[src/rtl/fifo_wr_arbiter_if.sv]
`timescale 1ns/1ps
`default_nettype none
// ============================================================================
// Module   : fifo_wr_arbiter_if
// Purpose  : Bundle of the two requester write ports, the FIFO write port and
//            the arbiter status outputs.
//            master : requester/FIFO side (drives req/last/data/fifo_full)
//            slave  : arbiter side (drives acks, FIFO write and status)
// Revision : 1.0 - initial release
// ============================================================================
interface fifo_wr_arbiter_if #(
   parameter int DATA_WIDTH = 8
);

   // Requester 0
   logic                  req0;
   logic                  last0;
   logic [DATA_WIDTH-1:0] data0;
   logic                  ack0;

   // Requester 1
   logic                  req1;
   logic                  last1;
   logic [DATA_WIDTH-1:0] data1;
   logic                  ack1;

   // FIFO write side
   logic                  fifo_wr;
   logic [DATA_WIDTH-1:0] fifo_wdata;
   logic                  fifo_full;

   // Status
   logic                  busy;
   logic                  timeout_err;

   modport master (
      output req0, last0, data0,
      output req1, last1, data1,
      output fifo_full,
      input  ack0, ack1,
      input  fifo_wr, fifo_wdata,
      input  busy, timeout_err
   );

   modport slave (
      input  req0, last0, data0,
      input  req1, last1, data1,
      input  fifo_full,
      output ack0, ack1,
      output fifo_wr, fifo_wdata,
      output busy, timeout_err
   );

endinterface

`default_nettype wire

[src/rtl/fifo_wr_arbiter.sv]
`timescale 1ns/1ps
`default_nettype none
// ============================================================================
// Module   : fifo_wr_arbiter
// Purpose  : Two-port packet arbiter feeding a single FIFO write port.
//            A grant is held for a whole packet (until an accepted word with
//            last=1) so packets never interleave. Ties from IDLE go to the
//            port not granted most recently. A granted port that stays idle
//            for TIMEOUT consecutive cycles loses its grant and timeout_err
//            pulses for one cycle.
//            Optional macro FIFO_ARB_CNT_EN adds per-port completed-packet
//            counters pkt_cnt0/pkt_cnt1.
// Revision : 1.0 - initial release
// ============================================================================
module fifo_wr_arbiter #(
   parameter int DATA_WIDTH = 8,
   parameter int TIMEOUT    = 15
) (
   input  wire logic        clk,
   input  wire logic        reset,
   fifo_wr_arbiter_if.slave bus
`ifdef FIFO_ARB_CNT_EN
   ,
   output logic [7:0]       pkt_cnt0,
   output logic [7:0]       pkt_cnt1
`endif
);

   // -------------------------------------------------------------------------
   // Types and constants
   // -------------------------------------------------------------------------
   typedef enum logic [1:0] {
      IDLE   = 2'd0,
      GRANT0 = 2'd1,
      GRANT1 = 2'd2
   } state_t;

   // The idle counter fires on the cycle that would bring it to TIMEOUT,
   // so the grant is dropped after exactly TIMEOUT idle cycles.
   localparam logic [7:0] IDLE_LIMIT = 8'(TIMEOUT - 1);

   // -------------------------------------------------------------------------
   // Signals
   // -------------------------------------------------------------------------
   state_t                state;
   state_t                state_nxt;
   logic [7:0]            idle_cnt;
   logic [7:0]            idle_cnt_nxt;
   logic                  last_grant;      // index of port granted most recently
   logic                  last_grant_nxt;
   logic                  timeout_fire;
   logic                  timeout_err_q;
   logic                  ack0_c;
   logic                  ack1_c;
   logic [DATA_WIDTH-1:0] wdata_c;

   // -------------------------------------------------------------------------
   // State register: asynchronous reset parks the FSM in IDLE, which by
   // itself forces every combinational output to zero.
   // -------------------------------------------------------------------------
   always_ff @(posedge clk or negedge reset) begin
      if (!reset) begin
         state <= IDLE;
      end else begin
         state <= state_nxt;
      end
   end

   // -------------------------------------------------------------------------
   // Next state, acks, write data mux, idle counter and fairness bookkeeping
   // -------------------------------------------------------------------------
   always_comb begin
      state_nxt      = state;
      idle_cnt_nxt   = idle_cnt;
      last_grant_nxt = last_grant;
      timeout_fire   = 1'b0;
      ack0_c         = 1'b0;
      ack1_c         = 1'b0;
      wdata_c        = '0;

      case (state)
         IDLE: begin
            idle_cnt_nxt = '0;
            if (bus.req0 && bus.req1) begin
               // Tie: favour the port that was not served last.
               state_nxt = last_grant ? GRANT0 : GRANT1;
            end else if (bus.req0) begin
               state_nxt = GRANT0;
            end else if (bus.req1) begin
               state_nxt = GRANT1;
            end
         end

         GRANT0: begin
            ack0_c  = bus.req0 && !bus.fifo_full;
            wdata_c = bus.data0;
            if (bus.req0) begin
               // A full-FIFO stall with req held is not idleness.
               idle_cnt_nxt = '0;
               if (ack0_c && bus.last0) begin
                  state_nxt      = IDLE;
                  last_grant_nxt = 1'b0;
               end
            end else if (idle_cnt == IDLE_LIMIT) begin
               timeout_fire   = 1'b1;
               idle_cnt_nxt   = '0;
               state_nxt      = IDLE;
               last_grant_nxt = 1'b0;
            end else begin
               idle_cnt_nxt = idle_cnt + 8'd1;
            end
         end

         GRANT1: begin
            ack1_c  = bus.req1 && !bus.fifo_full;
            wdata_c = bus.data1;
            if (bus.req1) begin
               idle_cnt_nxt = '0;
               if (ack1_c && bus.last1) begin
                  state_nxt      = IDLE;
                  last_grant_nxt = 1'b1;
               end
            end else if (idle_cnt == IDLE_LIMIT) begin
               timeout_fire   = 1'b1;
               idle_cnt_nxt   = '0;
               state_nxt      = IDLE;
               last_grant_nxt = 1'b1;
            end else begin
               idle_cnt_nxt = idle_cnt + 8'd1;
            end
         end

         default: begin
            state_nxt    = IDLE;
            idle_cnt_nxt = '0;
         end
      endcase
   end

   // -------------------------------------------------------------------------
   // Idle counter, most-recent-grant record and registered timeout pulse.
   // Port 1 is recorded as last granted out of reset so port 0 wins the
   // first tie.
   // -------------------------------------------------------------------------
   always_ff @(posedge clk or negedge reset) begin
      if (!reset) begin
         idle_cnt      <= '0;
         last_grant    <= 1'b1;
         timeout_err_q <= 1'b0;
      end else begin
         idle_cnt      <= idle_cnt_nxt;
         last_grant    <= last_grant_nxt;
         timeout_err_q <= timeout_fire;
      end
   end

   // -------------------------------------------------------------------------
   // Outputs
   // -------------------------------------------------------------------------
   assign bus.ack0        = ack0_c;
   assign bus.ack1        = ack1_c;
   assign bus.fifo_wr     = ack0_c | ack1_c;
   assign bus.fifo_wdata  = wdata_c;
   assign bus.busy        = (state != IDLE);
   assign bus.timeout_err = timeout_err_q;

`ifdef FIFO_ARB_CNT_EN
   // -------------------------------------------------------------------------
   // Completed-packet counters: only an accepted last word counts, so a
   // timed-out packet never increments. Natural 8-bit wrap.
   // -------------------------------------------------------------------------
   always_ff @(posedge clk or negedge reset) begin
      if (!reset) begin
         pkt_cnt0 <= 8'd0;
         pkt_cnt1 <= 8'd0;
      end else begin
         if (ack0_c && bus.last0) begin
            pkt_cnt0 <= pkt_cnt0 + 8'd1;
         end
         if (ack1_c && bus.last1) begin
            pkt_cnt1 <= pkt_cnt1 + 8'd1;
         end
      end
   end
`endif

endmodule

`default_nettype wire

[src/flat_wrapper.sv]
// flat-port wrapper written by rule: the top's interface ports become plain ports
module fifo_wr_arbiter_flat 
#(
   parameter int DATA_WIDTH = 8,
   parameter int TIMEOUT    = 15
)
  (clk, reset, bus_req0, bus_last0, bus_data0, bus_req1, bus_last1, bus_data1, bus_fifo_full, bus_ack0, bus_ack1, bus_fifo_wr, bus_fifo_wdata, bus_busy, bus_timeout_err);
  fifo_wr_arbiter_if #(.DATA_WIDTH(DATA_WIDTH)) bus_i ();
  input  wire logic clk;
  input  wire logic reset;
  input wire logic [$bits(bus_i.req0)-1:0] bus_req0;
  input wire logic [$bits(bus_i.last0)-1:0] bus_last0;
  input wire logic [$bits(bus_i.data0)-1:0] bus_data0;
  input wire logic [$bits(bus_i.req1)-1:0] bus_req1;
  input wire logic [$bits(bus_i.last1)-1:0] bus_last1;
  input wire logic [$bits(bus_i.data1)-1:0] bus_data1;
  input wire logic [$bits(bus_i.fifo_full)-1:0] bus_fifo_full;
  output wire logic [$bits(bus_i.ack0)-1:0] bus_ack0;
  output wire logic [$bits(bus_i.ack1)-1:0] bus_ack1;
  output wire logic [$bits(bus_i.fifo_wr)-1:0] bus_fifo_wr;
  output wire logic [$bits(bus_i.fifo_wdata)-1:0] bus_fifo_wdata;
  output wire logic [$bits(bus_i.busy)-1:0] bus_busy;
  output wire logic [$bits(bus_i.timeout_err)-1:0] bus_timeout_err;
  assign bus_i.req0 = bus_req0;
  assign bus_i.last0 = bus_last0;
  assign bus_i.data0 = bus_data0;
  assign bus_i.req1 = bus_req1;
  assign bus_i.last1 = bus_last1;
  assign bus_i.data1 = bus_data1;
  assign bus_i.fifo_full = bus_fifo_full;
  assign bus_ack0 = bus_i.ack0;
  assign bus_ack1 = bus_i.ack1;
  assign bus_fifo_wr = bus_i.fifo_wr;
  assign bus_fifo_wdata = bus_i.fifo_wdata;
  assign bus_busy = bus_i.busy;
  assign bus_timeout_err = bus_i.timeout_err;
  fifo_wr_arbiter #(.DATA_WIDTH(DATA_WIDTH), .TIMEOUT(TIMEOUT)) u_core (.clk(clk), .reset(reset), .bus(bus_i));
endmodule
[config.mk]
export PLATFORM = sky130hd
export DESIGN_NAME = fifo_wr_arbiter_flat
export DESIGN_NICKNAME = d
export VERILOG_FILES = /design/src/rtl/fifo_wr_arbiter_if.sv /design/src/rtl/fifo_wr_arbiter.sv /design/src/flat_wrapper.sv
export SDC_FILE = /design/constraint.sdc
export NUM_CORES = 1
export LEC_CHECK = 0
export BUFFER_PORTS_ARGS = -buffer_cell sky130_fd_sc_hd__buf_2
export CORE_MARGIN = 5
export CORE_UTILIZATION = 30
export DETAILED_ROUTE_END_ITERATION = 7
export PLACE_DENSITY = 0.55
export SYNTH_ARGS = -nofsm -noshare
export SYNTH_HDL_FRONTEND = slang
export SYNTH_SLANG_ARGS = --single-unit
[constraint.sdc]
create_clock -name clk -period 2.52 [get_ports clk]
set_input_delay 0.504 -clock clk [delete_from_list [all_inputs] [get_ports clk]]
set_output_delay 0.504 -clock clk [all_outputs]
set_load 0.01 [all_outputs]
Word level (Yosys, flattened, before mapping)
Cells that the tools add are included.
W data, S select, Z words.
Word-level totals
  bits in registers: 12
  latch bits: 0
  memory bits (writable): 0
  bits in read-only memories: 0
  input bits: 23
  output and inout bits: 13
  memories: 0
Operators by class
  $add $sub $neg: 1
  multiply operators: 0
  div/mod/pow operators: 0
  $lt $le $gt $ge: 0
  equal/unequal tests: 8
  shifts and indexed selects: 0
  multiplexer cells: 28
  bitwise logic cells: 1
  reduce and logical (&&, ||, !) cells: 11
Operators with widths (number)
  $pmux W8 S2: 2
  $mux W8: 3
  $mux W2: 9
  $ne A3 B2 Y1 const B: 4
  $mux W1: 11
  $add A8 B1 Y8 const B: 1
  $eq A8 B4 Y1 const B: 1
  $pmux W2 S3: 1
  $logic_and A1 B1 Y1: 5
  $reduce_and A5 Y1: 1
  $ne A4 B3 Y1 const B: 1
  $pmux W1 S2: 2
  $reduce_bool A2 Y1: 2
  $reduce_and A3 Y1: 1
  $eq A2 B1 Y1 const B: 1
  $eq A2 B2 Y1 const B: 1
  $logic_not A2 Y1: 1
  $logic_not A1 Y1: 1
  $or A1 B1 Y1: 1

Logic depth before layout (Yosys ltp)
  word-level depth: 6
  depth in mapped cells: 8
  mapped depth without buffers: 7

Least setup slack after synthesis
OpenSTA, ideal clock, no wires.
  path kind: reg2out
  start: reg u_core.state[1]
  end: out bus_fifo_wr
  data arrival time: 1.060 ns
  path slack: 0.956 ns
  stages on the path, launching flop included: 6
  buffers on the path: 1
  cell sequence: dfrtp_1 -> inv_1 -> ha_1 -> buf_2 -> nand2_1 -> a21oi_1
On the way
  cells in the longest elaborated chain, start to end: 3
  elaborated cells on any way between the ends: 5
Ends and longest elaborated chain
  from (decl): RTL line fifo_wr_arbiter.sv:45  | state_t state;
  from (signal assigned): RTL line fifo_wr_arbiter.sv:65  | state <= state_nxt;
  $eq A2 B1 Y1 or $eq A2 B2 Y1 (tied branches): RTL line fifo_wr_arbiter.sv:81  | case (state)
  $mux W1: RTL line fifo_wr_arbiter.sv:81
  $or A1 B1 Y1 *: RTL line fifo_wr_arbiter.sv:162  | assign bus.fifo_wr = ack0_c | ack1_c;
  to (decl): RTL line flat_wrapper.sv:20  | output wire logic [$bits(bus_i.fifo_wr)-1:0] bus_fifo_wr;
Mark *: on every way between the ends. The rest lies on a longest branch, timed or not.

Worst setup path in the final report
  start: reg u_core.state[0]
  end: out bus_fifo_wr
Same word-level chain as after synthesis.

==> impl_metrics.env <==
export IMPL_die_h_um=61.10
export IMPL_crit_path_max_fanout=11
export IMPL_io_pins=36
export IMPL_ys_seq_area_share_pct=38.50
export IMPL_leakage_nw=0.5225
export IMPL_crit_type="flop to primary output"
export IMPL_status="finished, final reports clean"
export IMPL_avgSynthCellArea_um2=8.801
export IMPL_dp_cells=152
export IMPL_slowest_delay_ns=0.40
export IMPL_cts_root_buf="clkbuf_4"
export IMPL_crit_path_top_delay_cell="dfrtp_1"
export IMPL_setup_tns_final_ns=0
export IMPL_grt_use_total_pct=10.67
export IMPL_holdWs_ns=0.09119
export IMPL_hold_viol=0
export IMPL_antenna_cells=0
export IMPL_ctsHoldBuffers=0
export IMPL_place_area_um2=985.9
export IMPL_crit_chain="inv_1, ha_1, nand2_1, a21oi_1, buf_2"
export IMPL_final_max_slew_viol_count=0
export IMPL_dp_hpwl_um=1531
export IMPL_cts_max_path_buffers=2
export IMPL_wl_per_cell_um=12.33
export IMPL_drive_above_1_share_pct=36.51
export IMPL_cts_sinks=12
export IMPL_antenna_found_initial=0
export IMPL_finalSetupViolCount=0
export IMPL_clock_fmax_mhz=463.1
export IMPL_finalWirelength_um=1923
export IMPL_netlist_top_cells_area="dfrtp_1, ha_1, nor2_1"
export IMPL_place_congestion=0.7851
export IMPL_cts_buffers_inserted=3
export IMPL_finalInstanceArea_um2=1022
export IMPL_h_tree_depth=1
export IMPL_layout_common_cells="buf_2, nor2_1, dfrtp_1, inv_1, a22oi_1"
export IMPL_std_cell_rows=18
export IMPL_final_common_cell="buf_2"
export IMPL_period_share_pct=85.69
export IMPL_slew_headroom_pct=73.08
export IMPL_insertion_delay_ns=0.27
export IMPL_peakVddDrop_mv=0.4312
export IMPL_path_buf_inv=2
export IMPL_rsz0062_at_grt="no"
export IMPL_maxCapViolations=0
export IMPL_synth_area_leader_cell="dfrtp_1"
export IMPL_io_buffer_count=35
export IMPL_post_route_drc_count=0
export IMPL_cts_setup_buffers=0
export IMPL_critical_path_required_ns=2.02
export IMPL_tightest_slew_ns=0.4010
export IMPL_first_pass_iters=4
export IMPL_vias_per_cell=4.853
export IMPL_grt_pass1_wl_um=3015
export IMPL_synth_top_area_share_pct=35.14
export IMPL_syn_inst=89
export IMPL_tritoncts="yes"
export IMPL_finalNonFillerCells=156
export IMPL_initial_core_util_pct=31.62
export IMPL_ant_nets=0
export IMPL_ys_seq_elements=12
export IMPL_startpoint_type="flop"
export IMPL_area_growth_pct=30.51
export IMPL_critPathArrivalTime_ns=1.66
export IMPL_dieArea_um2=3733
export IMPL_synth_warnings=0
export IMPL_finalClockSkew_ns=0.002307
export IMPL_cts_resized=0
export IMPL_synthDistinctLibCells=26
export IMPL_grt_overflow_total=0
export IMPL_synth_fp_nets=118
export IMPL_grt_max_degree=13
export IMPL_netlist_area_um2=783.3
export IMPL_vias=757
export IMPL_cpLargestDelayFamily="flip-flops"
export IMPL_critical_path_endpoint_type="primary output"
export IMPL_core_region_area_um2=2477
export IMPL_final_min_clock_period_ns=2.159
export IMPL_grt_pass1_vias=718
export IMPL_nNetsFinal=156
export IMPL_p_per_area_nw_per_um2=806.0
export IMPL_clk_pin_slew_ns=0.07
export IMPL_drt_iter0_markers=31
export IMPL_die_w_um=61.10
export IMPL_hold_class="primary input to asynchronous set/reset pin"
==> cells in the mapped netlist <==
library cell / number
dfstp_2: 1
xnor2_1: 1
nand2_2: 1
a21oi_1: 4
or3_1: 1
nand3_1: 2
nand3_2: 2
mux2_4: 1
o22ai_1: 1
nor4_2: 1
and2_2: 1
dfrtp_1: 11
a22o_1: 1
a311oi_1: 1
xor2_1: 4
o21a_1: 1
ha_1: 6
inv_1: 8
buf_2: 2
o21ai_0: 3
nand2_1: 5
a22oi_1: 8
nand3b_1: 1
nand4_1: 2
nor2_1: 19
nand4b_1: 1
==> cell type report <==
| cell class | instances | area (um^2) |
|---|---|---|
| Fill cell | 254 | 1455 |
| Multi-Input combinational cell | 67 | 441.7 |
| Sequential cell | 12 | 301.5 |
| Timing Repair Buffer | 35 | 175.2 |
| Tap cell | 30 | 37.54 |
| Clock buffer | 4 | 36.28 |
| Inverter | 8 | 30.03 |
==> state kept, by name (all words and copies together), names as in the netlist <==
name                    flops
u_core.bus.timeout_err      1
u_core.idle_cnt             8
u_core.state                2
u_core.last_grant           1
==> per-layer routing <==
layer | wire (um) | GRT usage (%) | up-vias
li1 | - | - | 381
met1 | 804 | 12.68 | 339
met2 | 857 | 17.98 | 32
met3 | 222 | 2.306 | 5
met4 | 38 | 5.573 | 0
met5 | 0 | 0 | -
==> metrics by stage <==
stage                     setup slack, ns  utilization (%)  power, mW
after floorplan                    0.9559                -     0.5482
after global placement             0.7251            39.80     0.6737
after detailed placement           0.6733            39.80     0.6817
after CTS                          0.3729            41.26     0.8357
after global routing               0.2295            41.26     0.9009
final                              0.3607            41.26     0.8239
==> path summary, 6_finish.rpt <==
| kind | from | to | slack, ns | cells after the start |
|---|---|---|---|---|
| worst max-delay path | u_core.state[0] | bus_fifo_wr | 0.36 | 5 |
| worst min-delay path | reset | u_core.idle_cnt[0] | 0.09 | 1 |
| worst max register to register | u_core.state[0] | u_core.state[0] | 0.69 | 7 |
| worst min register to register | u_core.idle_cnt[0] | u_core.idle_cnt[0] | 0.52 | 1 |
| max in group asynchronous | reset | u_core.last_grant | 2.16 | 1 |
| min in group clk | u_core.idle_cnt[0] | u_core.idle_cnt[0] | 0.52 | 1 |
==> power by group <==
group          total [mW]  switching (mW)  internal (mW)
clock network       0.150          0.0624         0.0879
logic               0.426           0.252          0.174
registers           0.247          0.0225          0.225
total               0.824           0.337          0.487
==> kinds of logic (layout without fill, tap and decap cells) <==
family,count (synthesis),count (layout),share of synthesized area [%]
simple gates,36,36,23.16
compound gates,19,19,16.14
flops,12,12,38.50
buf+inv,10,47,5.112
fa+ha+maj,6,6,9.584
xor+xnor,5,5,5.591
mux,1,1,1.916
No activity file was read; power rests on OpenSTA's default activity.
